## src/rtl/spike_mac_pe.sv

```systemverilog
// Binary-ifmap MAC processing element: sums the selected filter taps per beat and emits one partial sum per window.
// Optional build macro PSUM_SAT_EN makes the accumulator saturate instead of wrap.
module spike_mac_pe #(
  parameter int NUM_TAPS     = 9,
  parameter int WEIGHT_WIDTH = 8,
  parameter int PSUM_WIDTH   = 16,
  parameter int MAX_STEPS    = 16,
  localparam int CNT_W       = $clog2(MAX_STEPS + 1)
) (
  input  logic                             clk,
  input  logic                             rst,
  input  logic                             filt_valid,
  output logic                             filt_ready,
  input  logic [NUM_TAPS*WEIGHT_WIDTH-1:0] filt_data,
  input  logic                             if_valid,
  output logic                             if_ready,
  input  logic [NUM_TAPS-1:0]              if_data,
  input  logic                             if_last,
  output logic                             out_valid,
  input  logic                             out_ready,
  output logic [PSUM_WIDTH-1:0]            out_data,
  output logic [CNT_W-1:0]                 out_steps,
  output logic                             dbg_state
);

  // Wide enough for one full beat sum, plus one carry bit above the accumulator.
  localparam int BSUM_W = WEIGHT_WIDTH + $clog2(NUM_TAPS + 1);
  localparam int ACC_W  = ((PSUM_WIDTH > BSUM_W) ? PSUM_WIDTH : BSUM_W) + 1;

  typedef enum logic {ST_LOAD = 1'b0, ST_RUN = 1'b1} state_e;

  state_e                                  state_q, state_d;
  logic [NUM_TAPS-1:0][WEIGHT_WIDTH-1:0]   weights_q, weights_d;
  logic [PSUM_WIDTH-1:0]                   acc_q, acc_d;
  logic [CNT_W-1:0]                        cnt_q, cnt_d;
  logic                                    out_valid_q, out_valid_d;
  logic [PSUM_WIDTH-1:0]                   out_data_q, out_data_d;
  logic [CNT_W-1:0]                        out_steps_q, out_steps_d;

  logic                  idle;
  logic                  filt_fire;
  logic                  if_fire;
  logic                  win_close;
  logic [BSUM_W-1:0]     beat_sum;
  logic [ACC_W-1:0]      acc_wide;
  logic [PSUM_WIDTH-1:0] acc_add;

  // All three channels use valid/ready: a transfer happens on a rising edge where both
  // are high; valid never depends on ready, ready may depend on valid (filter-first arbitration).
  assign idle      = (cnt_q == '0) && !out_valid_q;
  assign filt_fire = filt_valid && filt_ready;
  assign if_fire   = if_valid && if_ready;
  assign win_close = if_fire && (if_last || (cnt_q == CNT_W'(MAX_STEPS - 1)));

  always_ff @(posedge clk) begin
    if (rst) begin
      state_q     <= ST_LOAD;
      weights_q   <= '0;
      acc_q       <= '0;
      cnt_q       <= '0;
      out_valid_q <= 1'b0;
      out_data_q  <= '0;
      out_steps_q <= '0;
    end else begin
      state_q     <= state_d;
      weights_q   <= weights_d;
      acc_q       <= acc_d;
      cnt_q       <= cnt_d;
      out_valid_q <= out_valid_d;
      out_data_q  <= out_data_d;
      out_steps_q <= out_steps_d;
    end
  end

  always_comb begin
    state_d = state_q;
    case (state_q)
      ST_LOAD: if (filt_fire) state_d = ST_RUN;
      ST_RUN:  state_d = ST_RUN;
      default: state_d = ST_LOAD;
    endcase
  end

  always_comb begin
    filt_ready = 1'b1;
    if_ready   = 1'b0;
    if (state_q == ST_RUN) begin
      filt_ready = idle;
      if_ready   = !out_valid_q && !(idle && filt_valid);
    end
  end

  always_comb begin
    beat_sum = '0;
    for (int k = 0; k < NUM_TAPS; k++) begin
      if (if_data[k]) beat_sum = beat_sum + BSUM_W'(weights_q[k]);
    end
    acc_wide = ACC_W'(acc_q) + ACC_W'(beat_sum);
`ifdef PSUM_SAT_EN
    acc_add = (|acc_wide[ACC_W-1:PSUM_WIDTH]) ? '1 : acc_wide[PSUM_WIDTH-1:0];
`else
    acc_add = acc_wide[PSUM_WIDTH-1:0];
`endif
  end

  always_comb begin
    weights_d   = weights_q;
    acc_d       = acc_q;
    cnt_d       = cnt_q;
    out_valid_d = out_valid_q;
    out_data_d  = out_data_q;
    out_steps_d = out_steps_q;
    if (filt_fire) weights_d = filt_data;
    if (out_valid_q && out_ready) begin
      out_valid_d = 1'b0;
      out_data_d  = '0;
      out_steps_d = '0;
    end
    // if_ready is low while a result is pending, so a close never meets an output handshake.
    if (win_close) begin
      out_valid_d = 1'b1;
      out_data_d  = acc_add;
      out_steps_d = cnt_q + CNT_W'(1);
      acc_d       = '0;
      cnt_d       = '0;
    end else if (if_fire) begin
      acc_d = acc_add;
      cnt_d = cnt_q + CNT_W'(1);
    end
  end

  assign out_valid = out_valid_q;
  assign out_data  = out_data_q;
  assign out_steps = out_steps_q;
  assign dbg_state = state_q;

endmodule
```

## config.mk

```make
export PLATFORM = sky130hd
export DESIGN_NAME = spike_mac_pe
export DESIGN_NICKNAME = d
export VERILOG_FILES = /design/src/rtl/spike_mac_pe.sv
export SDC_FILE = /design/constraint.sdc
export NUM_CORES = 1
export LEC_CHECK = 0
export BUFFER_PORTS_ARGS = -buffer_cell sky130_fd_sc_hd__buf_2
export CAP_MARGIN = 20
export CORE_ASPECT_RATIO = 1.2
export CORE_UTILIZATION = 60
export CTS_BUF_LIST = sky130_fd_sc_hd__clkbuf_8
export DETAILED_ROUTE_END_ITERATION = 10
export PLACE_DENSITY = 0.86
export SLEW_MARGIN = 5
export SYNTH_ARGS = -nofsm -noshare
export SYNTH_HDL_FRONTEND = slang
export SYNTH_SLANG_ARGS = --single-unit
```

## constraint.sdc

```tcl
create_clock -name clk -period 12.72 [get_ports clk]
set_input_delay 2.544 -clock clk [delete_from_list [all_inputs] [get_ports clk]]
set_output_delay 2.544 -clock clk [all_outputs]
set_load 0.02 [all_outputs]
```

* After elaboration in Yosys (flattened, before gate mapping)
Cells that the tools add are included.
Storage, ports and cells: flip-flop bits (word level) 116
Operators by class: add/sub/neg operators 10, eq/ne operators 1, reduce and logical (&&, ||, !) cells 13, mux-type cells 19, bitwise gates (word level) 1
Operators by type and width (count):
- adder 12 x 8 -> 12 bit | 8
- 2-to-1 mux 12 bit | 8
- 2-to-1 mux 16 bit | 2
- adder 16 x 12 -> 16 bit | 1
- 2-to-1 mux 5 bit | 2
- 2-to-1 mux 8 bit | 1
- logical AND 1 bit | 7
- adder 5 x 1 -> 5 bit, second input constant | 1
- equality test 5 x 4 -> 1 bit, second input constant | 1
- zero test 5 bit | 1
- 2-to-1 mux 1 bit | 5
- zero test 1 bit | 2
- one-hot mux 1 bit (2 select lines) | 1
- nonzero test 2 bit | 1
- OR reduction 2 bit | 1
- logical OR 1 bit | 1
- inverter 1 bit | 1

* Logic depth before layout (Yosys ltp)
Gate-level depths: netlist of the first run.
depth after elaboration 19, mapped depth 57, depth with buffers taken out 56

* Least setup slack after synthesis of the first run
OpenSTA, ideal clock, no wires.
path type input port to flip-flop, start input if_data[0], end register out_data_q[15] (netlist: out_data[15]), stages on the path 54, buffers on the path 1, path slack 0.790 ns, arrival time 11.856 ns, required time 12.646 ns, setup time 0.074 ns, path through buf_6 > nand2_1 > inv_1 > ha_1 > a21o_1 > maj3_1 > xnor2_1 > a21oi_1 > ha_1 > nand2_1 > o21ai_0 > nor2_1 > mux2_2 > ha_1 > o21a_1 > o31ai_2 > a21oi_1 > o21ba_2 > (+18 left out) > a21boi_0 > a21oi_1 > mux2_2 > ha_1 > a21boi_0 > o21a_1 > o21a_1 > o21ai_0 > a21oi_1 > a41oi_1 > xnor2_1 > ha_1 > o21ai_0 > nor2b_1 > nor3b_1 > nand3_1 > xor2_1 > o21ai_0
Between the ends: cells in the longest elaborated chain, start to end 19
RTL lines:
- from (decl) | line 17 | input logic [NUM_TAPS-1:0] if_data,
- 2-to-1 mux 8 bit * | line 96 | if (if_data[k]) beat_sum = beat_sum + BSUM_W'(weights_q[k]);
- adder 12 x 8 -> 12 bit | line 96
- 2-to-1 mux 12 bit * | line 96
- adder 12 x 8 -> 12 bit | line 96
- 2-to-1 mux 12 bit * | line 96
- adder 12 x 8 -> 12 bit | line 96
- 2-to-1 mux 12 bit * | line 96
- adder 12 x 8 -> 12 bit | line 96
- (+3 left out)
- adder 12 x 8 -> 12 bit | line 96
- 2-to-1 mux 12 bit * | line 96
- adder 12 x 8 -> 12 bit | line 96
- 2-to-1 mux 12 bit * | line 96
- adder 12 x 8 -> 12 bit | line 96
- 2-to-1 mux 12 bit * | line 96
- adder 16 x 12 -> 16 bit * | line 98 | acc_wide = ACC_W'(acc_q) + ACC_W'(beat_sum);
- 2-to-1 mux 16 bit * | line 120 | if (win_close) begin
- to (signal assigned) | line 70 | out_data_q <= out_data_d;
- to (decl) | line 37 | logic [PSUM_WIDTH-1:0] out_data_q, out_data_d;
Every way passes the cells marked *; elsewhere a longest branch is shown, timed or not. A chain may end at the register's enable or synchronous reset.

* Worst setup path after layout of the first run
start input if_data[0], end register acc_q[15]
Between the ends: cells in the longest elaborated chain, start to end 18
RTL lines:
- 2-to-1 mux 8 bit * | line 96
- adder 12 x 8 -> 12 bit | line 96
- 2-to-1 mux 12 bit * | line 96
- adder 12 x 8 -> 12 bit | line 96
- 2-to-1 mux 12 bit * | line 96
- adder 12 x 8 -> 12 bit | line 96
- 2-to-1 mux 12 bit * | line 96
- adder 12 x 8 -> 12 bit | line 96
- (+2 left out)
- 2-to-1 mux 12 bit * | line 96
- adder 12 x 8 -> 12 bit | line 96
- 2-to-1 mux 12 bit * | line 96
- adder 12 x 8 -> 12 bit | line 96
- 2-to-1 mux 12 bit * | line 96
- adder 12 x 8 -> 12 bit | line 96
- 2-to-1 mux 12 bit * | line 96
- adder 16 x 12 -> 16 bit * | line 98
- to (signal assigned) | line 59 | acc_q <= '0;
- to (signal assigned) | line 67 | acc_q <= acc_d;
- to (decl) | line 34 | logic [PSUM_WIDTH-1:0] acc_q, acc_d;
Marks and branches as above.

==> results of run 1 <==
[cell type report]
cell class | count | share of cell area
Inverter | 62 | 0.0239
Timing Repair Buffer | 124 | 0.0670
Clock buffer | 18 | 0.0254
Tap cell | 171 | 0.0220
Sequential cell | 116 | 0.238
Clock inverter | 14 | 0.0142
Multi-Input combinational cell | 885 | 0.609
[logic make-up after synthesis]
group                    share of synthesized area
XOR/XNOR                                    0.0656
AND/OR/NAND/NOR                              0.195
AO/OA/AOI/OAI                                0.246
buffers and inverters                       0.0508
multiplexers                                0.0349
adder cells (fa/ha/maj)                      0.137
flip-flops                                   0.272
[worst min path at each step]
stage / from / end / slack (ns)
after floorplan: weights_q[3] / weights_q[3] / 0.43
final: weights_q[3] / weights_q[3] / 0.46
after CTS: weights_q[3] / weights_q[3] / 0.46
after global routing: weights_q[58] / weights_q[58] / 0.48
after global placement: weights_q[3] / weights_q[3] / 0.44
after detailed placement: weights_q[3] / weights_q[3] / 0.45
[routing by layer]
metal	track usage	wire length [um]
met1	0.312	8390
met2	0.498	10100
met3	0.0476	770
met4	0.113	631
met5	0	0
[report_power, final]
group / internal [W] / switching, W / leakage, nW
Combinational: 0.000190 / 0.000247 / 3.25
Clock: 0.000164 / 0.000175 / 0.196
Sequential: 0.000382 / 0.0000135 / 0.949
[Yosys cell counts (6+ instances only)]
master / n
a211oi_1: 13
nand3_1: 12
clkbuf_1: 46
xnor2_1: 36
dfxtp_1: 116
o21ai_0: 54
mux2i_1: 11
nor2b_1: 15
o21a_1: 20
xor2_1: 19
mux2_2: 14
a21oi_1: 135
nor2_1: 68
and2_1: 9
o21bai_1: 11
a22oi_1: 18
nand2_1: 225
a21boi_0: 7
ha_1: 78
fa_1: 9
nor3_1: 10
a21o_1: 21
or2_2: 6
inv_1: 61
[worst reg2reg max path, delay by kind of cell (launching register included)]
family / cells / cell delay (ns)
and+or+nand+nor: 7 / 0.73
muxes: 4 / 1.18
adders and majority gates: 10 / 3.42
DFF: 1 / 0.33
buffers and inverters: 5 / 0.43
xor gates and xnor gates: 5 / 0.78
AOI/OAI and AO/OA: 21 / 3.15
[per-stage QoR]
stage,area (um^2),util
after floorplan,8540,-
after global placement,9190,0.665
after detailed placement,9190,0.665
after CTS,9580,0.693
after global routing,9750,0.705
final,9750,0.705
[sequential cells by signal (all words and copies together) (netlist names)]
name,count
acc_q,16
cnt_q,5
dbg_state,1
out_data,16
out_steps,5
out_valid,1
weights_q,72
[repair_timing]
action / CTS / global route
resized for setup: 0 / 42
setup buffers: 0 / 3
endpoints found under the setup margin: 0 / 18
==> metrics.cfg, run 1 <==
[layout]
areaGrowthSynthToFinish_pct=14.1
most-common-layout-cells=223 x nand2_1, 133 x a21oi_1, 116 x dfxtp_1, 111 x buf_2, 73 x ha_1
register_area_mm2=0.00232
layout.cells.non_filler=1390
diodes=0
finalNetCount=1380
drive_gt1_frac=0.190
fillCellCount=1100
multiInputGateArea_mm2=0.00594
layout_commonest_cell=nand2_1

[detailed_routing]
ant_nets=0
dr.first_iter.drc_count=425
via_count=7933
drc=0
drtPass1Iterations=7
drt-total-wl_um=19900
wire_per_inst_um=14.3
via_per_inst=5.71

[setup_path]
path_depth=53
worstSetupPathType=in2reg
critical_path.startpoint=if_data[0]
reg2reg_to=acc_q[15]
r2r-start=weights_q[1]
worst_path_max_delay_cell=maj3_1
path_buf_inv=6
arrival_ns=12.41
cp_common_cell=ha_1
crit_path_end=acc_q[15]
regToRegSetupSlack_ns=2.55
cpPeakStageDelay_ns=0.39
cp.required_ns=13.02
setup.worst_path.end_class=flip-flop
path_delay_family=adder cells
cp_max_fo=10
rr_worst_depth=52
startpoint_type=input pin

[worst_hold_path]
hold_path_class=reg2reg
worst_hold_path.num_cells=2

[power]
power.leakage_nw=4.40
power_w=0.00117
ir_worst_vdd_v=0.000101
pwr_density_cell_mw_per_mm2=120

[global_route]
antenna_found_initial=0
grt-ovfl-total=0
grt_pass1_vias=7449
grt_pass1_wl_um=33100
grt_max_degree=73
track_usage=0.273

[cts]
clk_latency_ns=0.45
cts_root_buffer=clkbuf_8
cts_buffers=17
ctsHtreeMaxLevel=4
cts_tree=done
path_clk_slew_ns=0.08
cts_buffer_depth=2
holdBufCountCts=0
cts.sinks=116

[sta]
fin_tns_setup_ns=0
finalHoldViolCount=0
setup_viol=0
fin_skew_ns=0.0173
fin_crit_sh=0.952
timing.fmax_ghz=0.0826
worst_hold_slack_ns=0.456
setup_ws_ns=0.607
maxSlewHeadroom=0.412
fin_crit_ns=12.11
drv_slew=0
tightest_slew_ns=0.882

[synthesis]
synthCells=1112
synth_area_mm2=0.00854
synth_area_per_cell_um2=7.68
synthTopCellsByArea=dfxtp_1 27%, ha_1 11%, nand2_1 9.9%, a21oi_1 7.9%, xnor2_1 3.7%
synth_ff_type=dfxtp_1
synth_edf_count=0
yosysUniqueCellTypes=83
ys_warn_count=0
synth_top_area_frac=0.272
ys_seq_elements=116
synth_fp_nets=1286
synth_area_leader_cell=dfxtp_1
async_flop_share=0
ys_seq_area_frac=0.272

[placement]
gp_congestion=0.964
io_buffers=111
dp_hpwl_um=14400
placedCellCount=1355
pre_cts_slack_ns=-0.320

[die]
io_pins=112
rows=47
die_x_um=111
start_util=0.618
die-area_mm2=0.0147
die_h_um=133
fp.coreArea_mm2=0.0138

[flow_run]
maxCapViolations=0

[run_status]
status=completed

(Power assumes the default switching activity.)
==> run 2, diff against run 1 <==
--- a/config.mk
+++ b/config.mk
@@ -7,7 +7,7 @@
 export LEC_CHECK = 0
 export BUFFER_PORTS_ARGS = -buffer_cell sky130_fd_sc_hd__buf_2
 export CAP_MARGIN = 20
-export CORE_ASPECT_RATIO = 1.2
+export CORE_ASPECT_RATIO = 1.4
 export CORE_UTILIZATION = 60
 export CTS_BUF_LIST = sky130_fd_sc_hd__clkbuf_8
 export DETAILED_ROUTE_END_ITERATION = 10
@@ -16,3 +16,4 @@
 export SYNTH_ARGS = -nofsm -noshare
 export SYNTH_HDL_FRONTEND = slang
 export SYNTH_SLANG_ARGS = --single-unit
+export TNS_END_PERCENT = 1
==> constraint.sdc (replaced) <==
create_clock -name clk -period 12.8 [get_ports clk]
set_input_delay 2.56 -clock clk [delete_from_list [all_inputs] [get_ports clk]]
set_output_delay 2.56 -clock clk [all_outputs]
set_load 0.02 [all_outputs]
==> run 2 against run 1 <==
  * Sequential power about the same
  * Final cell count up 0.94%
  * Clock skew decreased by 0.0069 ns
  * Combinational power shrank 0.9%
  * Register-to-register slack is essentially flat
  * Setup slack improved by 0.034 ns
  * Global-route usage increased by 1.1 points
  * Via count is 1.3% higher
  * Clock-buffer cell count up 1
  * Non-clock buffer count shrank 1
  * Worst hold slack better by 0.0013 ns
  * Largest power group unchanged
==> metrics.cfg, run 2 (same netlist as run 1, synthesis figures left out) <==
[detailed_routing]
via_per_inst=5.73  ; +0.40%
via_count=8039  ; +1.3%
drc=0  ; unchanged
ant_nets=0  ; unchanged
drt-total-wl_um=20500  ; +3.0%
dr.first_iter.drc_count=342  ; -20%
wire_per_inst_um=14.6  ; +2.0%
drtPass1Iterations=5  ; -2

[power]
ir_worst_vdd_v=0.0000930  ; -7.7%
power_frac_seq=0.333  ; -0.005
p_clk_frac=0.301  ; +0.011
swShare=0.362  ; -0.00891
pwr-share-comb=0.367  ; -0.006
internal-power_w=0.000754  ; +2.4%
power_w=0.00118  ; +0.92%
pwr_density_cell_mw_per_mm2=121  ; +0.75%
power.leakage_nw=4.40  ; about the same
p_sw_w=0.000428  ; -1.5%

[layout]
drive_gt1_frac=0.187  ; -0.00313
most-common-layout-cells=223 x nand2_1, 134 x a21oi_1, 116 x dfxtp_1, 110 x buf_2, 75 x ha_1
fillCellCount=1199  ; +9.0%
diodes=0  ; unchanged
areaGrowthSynthToFinish_pct=14.3
fin_area_mm2=0.00976  ; +0.17%
finalNetCount=1379  ; -0.072%
regMostFlops=weights_q
layout_commonest_cell=nand2_1
layout.cells.non_filler=1403  ; +0.94%
largest_reg_flops=72  ; unchanged

[sta]
drv_slew=0  ; unchanged
fin_tns_setup_ns=0  ; unchanged
tightest_slew_ns=0.998  ; +0.116 ns
fin_crit_ns=12.16
setup_viol=0  ; unchanged
maxSlewHeadroom=0.334  ; -0.0776
fin_skew_ns=0.0104  ; -0.00689 ns
timing.fmax_ghz=0.0822
worst_hold_slack_ns=0.458  ; +0.00132 ns
finalHoldViolCount=0  ; unchanged
fin_crit_sh=0.950

[die]
die-area_mm2=0.0147  ; about the same
die_h_um=143  ; +7.9%
fp.coreArea_mm2=0.0139  ; +0.66%
rows=51  ; +8.5%
start_util=0.614  ; -0.00406
die_x_um=103  ; -7.3%
io_pins=112  ; unchanged

[setup_path]
setup.worst_path.end_class=flip-flop
cp.required_ns=13.12  ; +0.10 ns
cpPeakStageDelay_ns=0.40  ; about the same
worstSetupPathType=in2reg
startpoint_type=input pin
arrival_ns=12.48  ; +0.07 ns
cp_max_fo=10  ; unchanged
cp_common_cell=ha_1
worst_path_max_delay_cell=fa_1

[cts]
clk_latency_ns=0.47  ; +0.02 ns
path_clk_slew_ns=0.08  ; about the same
cts.sinks=116  ; unchanged
cts_buffer_depth=2  ; unchanged
cts_tree=done
holdBufCountCts=0  ; unchanged
ctsHtreeMaxLevel=4  ; unchanged
cts_root_buffer=clkbuf_8
cts_buffers=17  ; unchanged

[placement]
placedCellCount=1367  ; +0.89%
gp_congestion=0.903  ; -6.3%
dp_hpwl_um=14900  ; +3.2%
io_buffers=111  ; unchanged
dpl_cell_area_mm2=0.00919  ; about the same

[global_route]
track_usage=0.283  ; +0.0106
grt-ovfl-total=0  ; unchanged
grt_max_degree=99  ; +36%
antenna_found_initial=0  ; unchanged
grt_pass1_vias=7522  ; +0.98%
grt_pass1_wl_um=32900  ; -0.40%

[flow_run]
maxCapViolations=0  ; unchanged

[run_status]
status=completed

[worst_hold_path]
hold_path_class=reg2reg

[run 2: path summary, 6_finish.rpt]
path / slack, ns / from / depth (start not counted) / to
worst min register to register: 0.46 / weights_q[7] / 2 / weights_q[7]
worst min-delay path: 0.46 / weights_q[7] / 2 / weights_q[7]
worst max register to register: 2.56 / weights_q[0] / 55 / out_data[13]
worst max-delay path: 0.64 / if_data[0] / 56 / out_data[13]
[run 2: area by class of cell]
type / instances / area, um^2 / area share
well taps: 185 / 231 / 0.0237
multi-input cells: 885 / 5920 / 0.606
clock inverters: 13 / 148 / 0.0151
clock buffers: 19 / 262 / 0.0268
repair buffers: 123 / 648 / 0.0664
inverters: 62 / 233 / 0.0238
flip-flops and latches: 116 / 2320 / 0.238
[run 2: metrics by stage]
step / utilization / worst slack (ns)
floorplan: - / 0.854
global placement: 0.661 / 0.174
detailed placement: 0.661 / -0.225
CTS: 0.690 / 0.218
global route: 0.702 / -0.0653
finish: 0.702 / 0.641
[run 2: repair_timing]
action | 4_1_cts | 5_1_grt
buffers inserted | 0 | 3
setup endpoints to repair | 0 | 18
resized for setup | 0 | 39
[run 2: power groups by stage]
stage / sequential, W / clock (W) / combinational, W
floorplan: 0.000399 / 0 / 0.000324
global placement: 0.000401 / 0 / 0.000400
detailed placement: 0.000401 / 0 / 0.000414
CTS: 0.000393 / 0.000362 / 0.000419
global route: 0.000395 / 0.000377 / 0.000484
finish: 0.000393 / 0.000356 / 0.000433
[run 2: critical path, delay by kind of cell]
kind,cells,cell delay [ns]
buffers and inverters,5,0.63
adder cells (fa/ha/maj),10,3.03
AND/OR/NAND/NOR,16,2.20
XOR/XNOR,8,1.06
AO/OA/AOI/OAI,16,2.67
multiplexers,1,0.28
[run 2: routing by layer]
layer | share of wire | up-vias | global-route usage
met3 | 0.039 | 57 | 0.0631
met2 | 0.53 | 173 | 0.521
met5 | 0 | - | 0
met1 | 0.40 | 3766 | 0.301
met4 | 0.031 | 0 | 0.129
li1 | - | 4043 | -
==> run 3, diff against run 2 <==
--- a/config.mk
+++ b/config.mk
@@ -7,11 +7,13 @@
 export LEC_CHECK = 0
 export BUFFER_PORTS_ARGS = -buffer_cell sky130_fd_sc_hd__buf_2
 export CAP_MARGIN = 20
+export CELL_PAD_IN_SITES_DETAIL_PLACEMENT = 1
+export CELL_PAD_IN_SITES_GLOBAL_PLACEMENT = 1
 export CORE_ASPECT_RATIO = 1.4
-export CORE_UTILIZATION = 60
+export CORE_UTILIZATION = 45
 export CTS_BUF_LIST = sky130_fd_sc_hd__clkbuf_8
 export DETAILED_ROUTE_END_ITERATION = 10
-export PLACE_DENSITY = 0.86
+export PLACE_DENSITY = 0.88
 export SLEW_MARGIN = 5
 export SYNTH_ARGS = -nofsm -noshare
 export SYNTH_HDL_FRONTEND = slang
==> run 3 against run 2 <==
  * Total power grew 4.2%
  * Final cell count up 4.8%
  * Sequential share of layout area decreased by 0.53 points
  * Non-clock buffer count up 9
  * Clock-buffer cell count shrank 2
  * First-iteration DRC count down 7.9%
  * Global-route usage shrank 2.7 points
  * Die area increased by 33%
  * Critical endpoint is now acc_q[15]
  * Largest power group unchanged
==> metrics.cfg, run 3 (same netlist as run 1, synthesis figures left out) <==
[setup_path]
regToRegSetupSlack_ns=2.31  ; -0.25 ns
cpPeakStageDelay_ns=0.40  ; about the same
rr_worst_depth=54  ; -1.8%
setup.worst_path.end_class=flip-flop
arrival_ns=12.75  ; +0.27 ns
cp_max_fo=10  ; unchanged
reg2reg_to=acc_q[15]
startpoint_type=input pin
worst_path_max_delay_cell=fa_1
cp.required_ns=13.13  ; about the same
critical_path.startpoint=if_data[0]
worstSetupPathType=in2reg
r2r-start=weights_q[0]
crit_path_end=acc_q[15]

[die]
rows=59  ; +16%
die_x_um=118  ; +15%
start_util=0.459  ; -0.155
die_h_um=165  ; +15%
io_pins=112  ; unchanged
fp.coreArea_mm2=0.0186  ; +34%
die-area_mm2=0.0195  ; +33%

[cts]
cts_buffers=17  ; unchanged
cts_tree=done
cts.sinks=116  ; unchanged
clk_latency_ns=0.47  ; about the same
ctsHtreeMaxLevel=4  ; unchanged
path_clk_slew_ns=0.09  ; about the same
holdBufCountCts=0  ; unchanged
cts_root_buffer=clkbuf_8
cts_buffer_depth=2  ; unchanged

[sta]
drv_slew=0  ; unchanged
setup_viol=0  ; unchanged
fin_crit_ns=12.42  ; +0.258 ns
fin_skew_ns=0.0162  ; +0.00582 ns
fin_crit_sh=0.970  ; +0.0201
fin_tns_setup_ns=0  ; unchanged
timing.fmax_ghz=0.0805  ; -2.1%
tightest_slew_ns=1.01  ; +0.0151 ns
finalHoldViolCount=0  ; unchanged
maxSlewHeadroom=0.324  ; -0.0101

[power]
power_w=0.00123  ; +4.2%
pwr_density_cell_mw_per_mm2=123  ; +1.9%
ir_worst_vdd_v=0.0000614  ; -34%
power.leakage_nw=4.45  ; +1.1%

[global_route]
grt-ovfl-total=0  ; unchanged
antenna_found_initial=0  ; unchanged
grt_pass1_vias=8543  ; +14%
track_usage=0.256  ; -0.0272
grt_pass1_wl_um=40300  ; +22%
grt_max_degree=98  ; -1.0%

[layout]
largest_reg_flops=72  ; unchanged
finalNetCount=1388  ; +0.65%
drive_gt1_frac=0.202  ; +0.0149
diodes=0  ; unchanged
layout_commonest_cell=nand2_1
areaGrowthSynthToFinish_pct=16.9
most-common-layout-cells=223 x nand2_1, 132 x a21oi_1, 116 x dfxtp_1, 110 x buf_2, 72 x ha_1
fillCellCount=2413  ; +100%
fin_util=0.537  ; -0.165
regMostFlops=weights_q

[placement]
io_buffers=111  ; unchanged
dp_hpwl_um=18100  ; +22%
gp_congestion=0.905  ; +0.23%

[worst_hold_path]
worst_hold_path.num_cells=2  ; unchanged
hold_path_class=reg2reg

[detailed_routing]
dr.first_iter.drc_count=315  ; -7.9%
via_count=8285  ; +3.1%
drt-total-wl_um=25300  ; +24%
wire_per_inst_um=17.2  ; +18%
ant_nets=0  ; unchanged
drtPass1Iterations=6  ; +1
drc=0  ; unchanged
via_per_inst=5.63  ; -1.7%

[run_status]
status=completed

[flow_run]
maxCapViolations=0  ; unchanged

## run 3: final cells by class
cell class                      instances  area, um^2  share of cell area
Clock inverter                         15         181              0.0182
Tap cell                              244         305              0.0306
Clock buffer                           17         234              0.0234
Inverter                               62         233              0.0233
Multi-Input combinational cell        885        5990               0.600
Timing Repair Buffer                  132         716              0.0717
Sequential cell                       116        2320               0.233
## run 3: power by group
part           switching (W)  internal [W]
registers          0.0000144      0.000380
clock network       0.000189      0.000182
logic               0.000267      0.000200
## run 3: worst max-delay path, delay by kind of cell
kind            cells  cell delay (ns)
compound gates     28             4.28
fa+ha+maj          10             3.15
simple gates        8             1.39
mux                 2             0.59
xor+xnor            3             0.41
buf+inv             4             0.36
## run 3: through the flow
step                cell area, um^2  hold slack [ns]  std cells  setup slack (ns)
finish                         9980            0.460       1471             0.384
global route                   9980            0.477       1471            -0.312
CTS                            9710            0.463       1460            0.0662
detailed placement             9280            0.451       1428            -0.580
global placement               9280            0.447       1428           -0.0888
floorplan                      8540            0.432       1112             0.854
## run 3: worst min path at each step
stage	startpoint	to	slack, ns
after floorplan	weights_q[3]	weights_q[3]	0.43
after global placement	acc_q[6]	acc_q[6]	0.45
after detailed placement	weights_q[4]	weights_q[4]	0.45
after CTS	weights_q[4]	weights_q[4]	0.46
after global routing	weights_q[4]	weights_q[4]	0.48
final	weights_q[6]	weights_q[6]	0.46
## run 3: timing repair
item / in CTS / in global routing
resized for setup: 5 / 46
pin swaps: 0 / 11
setup buffers: 0 / 11
endpoints found under the setup margin: 5 / 17
## run 3: per-layer routing
layer  vias up  track usage  share of wire
met5         -            0              0
met1      4087        0.265           0.39
met3        44       0.0394          0.020
met2       104        0.518           0.56
met4         0       0.0875          0.023
li1       4050            -              -
